### src/rtl/mem_io_ctrl.sv
// LC-3 memory-side responder: MAR/MDR, external memory req/ack handshake,
// memory-mapped keyboard/display registers and the microsequencer ready flag.
module mem_io_ctrl #(
  parameter logic [15:0] IO_BASE   = 16'hFE00,
  parameter logic [15:0] KBSR_ADDR = 16'hFE00,
  parameter logic [15:0] KBDR_ADDR = 16'hFE02,
  parameter logic [15:0] DSR_ADDR  = 16'hFE04,
  parameter logic [15:0] DDR_ADDR  = 16'hFE06
) (
  input  logic        i_CLK,
  input  logic        i_Reset_n,
  input  logic        i_LD_MAR,
  input  logic        i_LD_MDR,
  input  logic        i_MIO_EN,
  input  logic        i_R_W,
  input  logic [15:0] i_Bus,
  output logic [15:0] o_MDR,
  output logic        o_R,
  output logic [15:0] o_Mem_Addr,
  output logic [15:0] o_Mem_WData,
  output logic        o_Mem_WE,
  output logic        o_Mem_Req,
  input  logic        i_Mem_Ack,
  input  logic [15:0] i_Mem_RData,
  input  logic        i_KB_Valid,
  input  logic [7:0]  i_KB_Data,
  input  logic        i_Disp_Ready,
  output logic        o_Disp_Valid,
  output logic [7:0]  o_Disp_Data,
  output logic        o_KB_IE
);

  typedef enum logic [1:0] {
    S_IDLE = 2'd0,
    S_REQ  = 2'd1,
    S_WAIT = 2'd2,
    S_DONE = 2'd3
  } state_t;

  state_t      state_q;
  logic [15:0] mar_q, mdr_q, rdlat_q;
  logic        we_q;
  logic        r_q, req_q, mem_we_q, disp_valid_q;
  logic [7:0]  disp_data_q;
  logic        kb_rdy_q, kb_ie_q;
  logic [7:0]  kb_char_q;

  logic        start_s, is_io_s, kbdr_rd_s, kbsr_wr_s, ddr_wr_s;
  logic [15:0] io_rdata_s;

  // Access decode, evaluated against the MAR seen in IDLE
  always_comb begin
    start_s   = (state_q == S_IDLE) && i_MIO_EN;
    is_io_s   = (mar_q[15:8] == IO_BASE[15:8]);
    kbdr_rd_s = start_s && is_io_s && !i_R_W && (mar_q == KBDR_ADDR);
    kbsr_wr_s = start_s && is_io_s &&  i_R_W && (mar_q == KBSR_ADDR);
    ddr_wr_s  = start_s && is_io_s &&  i_R_W && (mar_q == DDR_ADDR);
  end

  // I/O register read mux
  always_comb begin
    case (mar_q)
      KBSR_ADDR: io_rdata_s = {kb_rdy_q, kb_ie_q, 14'b0};
      KBDR_ADDR: io_rdata_s = {8'b0, kb_char_q};
      DSR_ADDR:  io_rdata_s = {i_Disp_Ready, 15'b0};
      default:   io_rdata_s = 16'h0000;
    endcase
  end

  // MAR and MDR registers
  always_ff @(posedge i_CLK or negedge i_Reset_n) begin
    if (!i_Reset_n) begin
      mar_q <= 16'h0000;
      mdr_q <= 16'h0000;
    end else begin
      if (i_LD_MAR) mar_q <= i_Bus;
      if (i_LD_MDR) mdr_q <= (i_MIO_EN && !i_R_W) ? rdlat_q : i_Bus;
    end
  end

  // Access FSM with registered strobes; strobes default low so they pulse
  always_ff @(posedge i_CLK or negedge i_Reset_n) begin
    if (!i_Reset_n) begin
      state_q      <= S_IDLE;
      rdlat_q      <= 16'h0000;
      we_q         <= 1'b0;
      r_q          <= 1'b0;
      req_q        <= 1'b0;
      mem_we_q     <= 1'b0;
      disp_valid_q <= 1'b0;
      disp_data_q  <= 8'h00;
    end else begin
      r_q          <= 1'b0;
      req_q        <= 1'b0;
      mem_we_q     <= 1'b0;
      disp_valid_q <= 1'b0;
      case (state_q)
        S_IDLE: begin
          if (i_MIO_EN) begin
            we_q <= i_R_W;
            if (is_io_s) begin
              state_q <= S_DONE;
              r_q     <= 1'b1;
              if (!i_R_W) rdlat_q <= io_rdata_s;
              if (ddr_wr_s) begin
                disp_valid_q <= 1'b1;
                disp_data_q  <= mdr_q[7:0];
              end
            end else begin
              state_q  <= S_REQ;
              req_q    <= 1'b1;
              mem_we_q <= i_R_W;
            end
          end
        end
        S_REQ:  state_q <= S_WAIT;
        S_WAIT: begin
          if (i_Mem_Ack) begin
            state_q <= S_DONE;
            r_q     <= 1'b1;
            if (!we_q) rdlat_q <= i_Mem_RData;
          end
        end
        S_DONE:  state_q <= S_IDLE;
        default: state_q <= S_IDLE;
      endcase
    end
  end

  // Keyboard registers; a new character wins over a same-edge KBDR read clear
  always_ff @(posedge i_CLK or negedge i_Reset_n) begin
    if (!i_Reset_n) begin
      kb_rdy_q  <= 1'b0;
      kb_ie_q   <= 1'b0;
      kb_char_q <= 8'h00;
    end else begin
      if (i_KB_Valid) begin
        kb_rdy_q  <= 1'b1;
        kb_char_q <= i_KB_Data;
      end else if (kbdr_rd_s) begin
        kb_rdy_q <= 1'b0;
      end
      if (kbsr_wr_s) kb_ie_q <= mdr_q[14];
    end
  end

  assign o_MDR        = mdr_q;
  assign o_R          = r_q;
  assign o_Mem_Addr   = mar_q;
  assign o_Mem_WData  = mdr_q;
  assign o_Mem_WE     = mem_we_q;
  assign o_Mem_Req    = req_q;
  assign o_Disp_Valid = disp_valid_q;
  assign o_Disp_Data  = disp_data_q;
  assign o_KB_IE      = kb_ie_q;

endmodule

### config.mk
export PLATFORM = sky130hd
export DESIGN_NAME = mem_io_ctrl
export DESIGN_NICKNAME = d
export VERILOG_FILES = /design/src/rtl/mem_io_ctrl.sv
export SDC_FILE = /design/constraint.sdc
export NUM_CORES = 1
export LEC_CHECK = 0
export CORE_ASPECT_RATIO = 1.1
export CORE_UTILIZATION = 46
export DETAILED_ROUTE_END_ITERATION = 7
export GPL_ROUTABILITY_DRIVEN = 0
export PLACE_DENSITY = 0.88
export SYNTH_ARGS = -nofsm -noshare
export SYNTH_HDL_FRONTEND = slang
export SYNTH_SLANG_ARGS = --single-unit
### constraint.sdc
create_clock -name i_CLK -period 2.8 [get_ports i_CLK]
set_input_delay 0.42 -clock i_CLK [delete_from_list [all_inputs] [get_ports i_CLK]]
set_output_delay 0.42 -clock i_CLK [all_outputs]
set_load 0.02 [all_outputs]
==> flow_summary.json <==
{
  "status": "finished clean",
  "number_of_buffers_added_to_fix_hold_violations_after_cts": 0,
  "final_critical_period_ns": 2.23,
  "cts_tree": "yes",
  "cts-root-buf": "clkbuf_8",
  "utilization": 0.667,
  "drt_wl_total_mm": 7.48,
  "flow.area_growth_from_synthesis_pct": 37.3,
  "via_count_of_the_first_global_routing_pass": 2459,
  "grt_start_max_net_pins": 74,
  "reg2reg_to": "o_Disp_Data[0]",
  "post_drt_via_cell_ratio": 5.32,
  "clk_latency_ns": 0.34,
  "design.core.area_um2": 6710,
  "fin_skew_ns": 0.00711,
  "mostFrequentLayoutCells": "clkdlybuf4s50_1 (108), dfrtp_1 (73), mux2_2 (43), nor2_1 (29), a21oi_1 (24)",
  "grt_setup_unrepaired": "false",
  "diodes": 0,
  "netlist_area_um2": 3260,
  "critical_path.max_fanout": 9,
  "worst-r2r-setup-slack_ns": 0.57,
  "final.fill_count": 497,
  "worst_ep_arrival_time_ns": 2.46,
  "slew_headroom": 0.411,
  "ys_seq_area_frac": 0.560,
  "whs_ns": 0.182,
  "setup.worst_path.start": "o_Mem_Addr[0]",
  "sequential_cell_area_um2": 1830,
  "cp.buffers_inverters": 0,
  "worst_setup_hold_path_clk_slew_ns": 0.07,
  "grt_pass1_wl_mm": 12.2,
  "path_depth": 4,
  "crit_path_start_kind": "flip-flop",
  "ant_nets": 0,
  "clock_sinks": 73,
  "endpoint": "o_Disp_Data[0]",
  "grt_use_met3": 0.0455,
  "final_common_cell": "clkdlybuf4s50_1",
  "syn-num-nets": 320,
  "wire_per_inst_um": 16.7,
  "timing.critical_path.slowest_cell_delay_ns": 0.57,
  "grt_antenna_before_repair": 0,
  "r2r.worst_path.cells": 4,
  "postSynthCellCount": 268,
  "grt_use_met2": 0.348,
  "layout.cells.non_filler": 449,
  "dp.cells": 436,
  "drv_cap": 0,
  "synth-warning-count": 0,
  "power.density_cell_area_nw_per_um2": 680,
  "start_util": 0.486,
  "crit_family": "simple AND/OR/NAND/NOR gates",
  "fp.dieArea_um2": 7430,
  "async_flop_share": 1.00,
  "floorplan.rows": 31,
  "worst_ir_drop_vdd_uv": 341,
  "area_occupied_by_multi_input_gates_um2": 1220,
  "maximum_buffer_depth_of_the_clock_tree": 2,
  "die_width_um": 82.3,
  "worst_path_required_ns": 3.03,
  "detailedRoute.firstIterationViolations": 101,
  "setup_viol": 0,
  "synth.avg_cell_area_um2": 12.2,
  "design.portCount": 110,
  "grt.met1_usage": 0.284,
  "global_route.overflow_total": 0,
  "leakage_uw": 0.00200,
  "port_buffers": 109,
  "post_cts.resized_instances": 0,
  "die_height_um": 90.3,
  "fmax_mhz": 449,
  "finalCritPeriodShare": 0.796,
  "cts-htree-levels": 3,
  "grt_util_all_layers": 0.223,
  "post_route_cells_drive_above_1_share": 0.177,
  "remaining_drcs": 0,
  "critical_path.cell_chain": "or4_4 -> nor4_4 -> and3_1 -> mux2_2",
  "maxSlewViolCount": 0,
  "end_kind": "flip-flop",
  "dr_total_vias": 2387,
  "regToRegStartpoint": "o_Mem_Addr[0]",
  "setup_tns_ns": 0,
  "hold_viol_final": 0,
  "ys_dominant_reg_cell": "dfrtp_1",
  "setup_slack_ns": 0.571,
  "dp_hpwl_mm": 5.63,
  "ys_ff_latch": 73,
  "hold_path.class": "in -> async",
  "critical_path.slowest_cell": "or4_4",
  "postCtsSetupRepairBufs": 0,
  "worst_slew_pin_slew_ns": 0.884,
  "cts_made_buffers": 9,
  "dp_worst_setup_slack_ns": 0.480,
  "nets": 417,
  "grt-busiest-layer": "met2",
  "synth_cell_types": 31,
  "synth_enable_flop_cells": 0,
  "worst-setup-path-type": "reg -> reg",
  "drt_pre_antenna_iters": 5
}
==> sequential cells by signal (all words and copies together), names as in the netlist <==
| register | cells |
|---|---|
| kb_char_q | 8 |
| kb_rdy_q | 1 |
| o_Disp_Data | 8 |
| o_Disp_Valid | 1 |
| o_KB_IE | 1 |
| o_MDR | 16 |
| o_Mem_Addr | 16 |
| o_Mem_Req | 1 |
| o_Mem_WE | 1 |
| o_R | 1 |
| rdlat_q | 16 |
| state_q | 2 |
| we_q | 1 |
==> metal layers <==
layer,up-vias,wire length (um)
met1,1176,3130
met5,-,0
met3,17,330
met2,81,3790
li1,1113,-
met4,0,223
==> power breakdown <==
part / switching [uW] / leakage (uW) / total, uW / internal (uW)
combinational: 523 / 0.00101 / 1050 / 528
clock: 347 / 0.0000782 / 677 / 330
sequential: 107 / 0.000905 / 1320 / 1210
==> how the worst min path moves through the flow <==
stage               cells after the start           end       from
finish                                  1    state_q[0]  i_Reset_n
global route                            1    state_q[0]  i_Reset_n
CTS                                     1    state_q[0]  i_Reset_n
detailed placement                      2          we_q       we_q
global placement                        1      kb_rdy_q   kb_rdy_q
floorplan                               0  kb_char_q[0]  i_Reset_n
==> logic make-up (layout without fill, tap and decap cells) <==
| family | count (synthesis) | in the layout | share of synthesized area |
|---|---|---|---|
| buffers and inverters | 39 | 138 | 0.0660 |
| muxes | 61 | 61 | 0.204 |
| and+or+nand+nor | 53 | 53 | 0.0779 |
| adders and majority gates | 3 | 3 | 0.0115 |
| DFF | 73 | 73 | 0.560 |
| AOI/OAI and AO/OA | 39 | 39 | 0.0806 |
==> cell type report <==
class,instances,share of cell area
inverters,10,0.00839
clock buffers,12,0.0324
repair buffers,115,0.253
multi-input cells,156,0.274
well taps,82,0.0229
flip-flops and latches,73,0.408
clock inverters,1,0.00112
==> metrics by stage <==
stage	power [uW]	cell area, um2
global route	3200	4480
global placement	2340	4330
CTS	3060	4480
floorplan	1980	3260
finish	3050	4480
detailed placement	2390	4330
==> cells in the mapped netlist, types with 3 or more instances <==
| cell | instances | area share |
|---|---|---|
| clkbuf_1 | 10 | 0.012 |
| nor2_1 | 29 | 0.033 |
| nand2_1 | 12 | 0.014 |
| a32o_1 | 10 | 0.031 |
| mux2_2 | 43 | 0.15 |
| buf_4 | 16 | 0.037 |
| inv_1 | 10 | 0.012 |
| mux2i_1 | 18 | 0.055 |
| ha_1 | 3 | 0.012 |
| dfrtp_1 | 73 | 0.56 |
| a21oi_1 | 24 | 0.037 |
(Power assumes the default switching activity.)
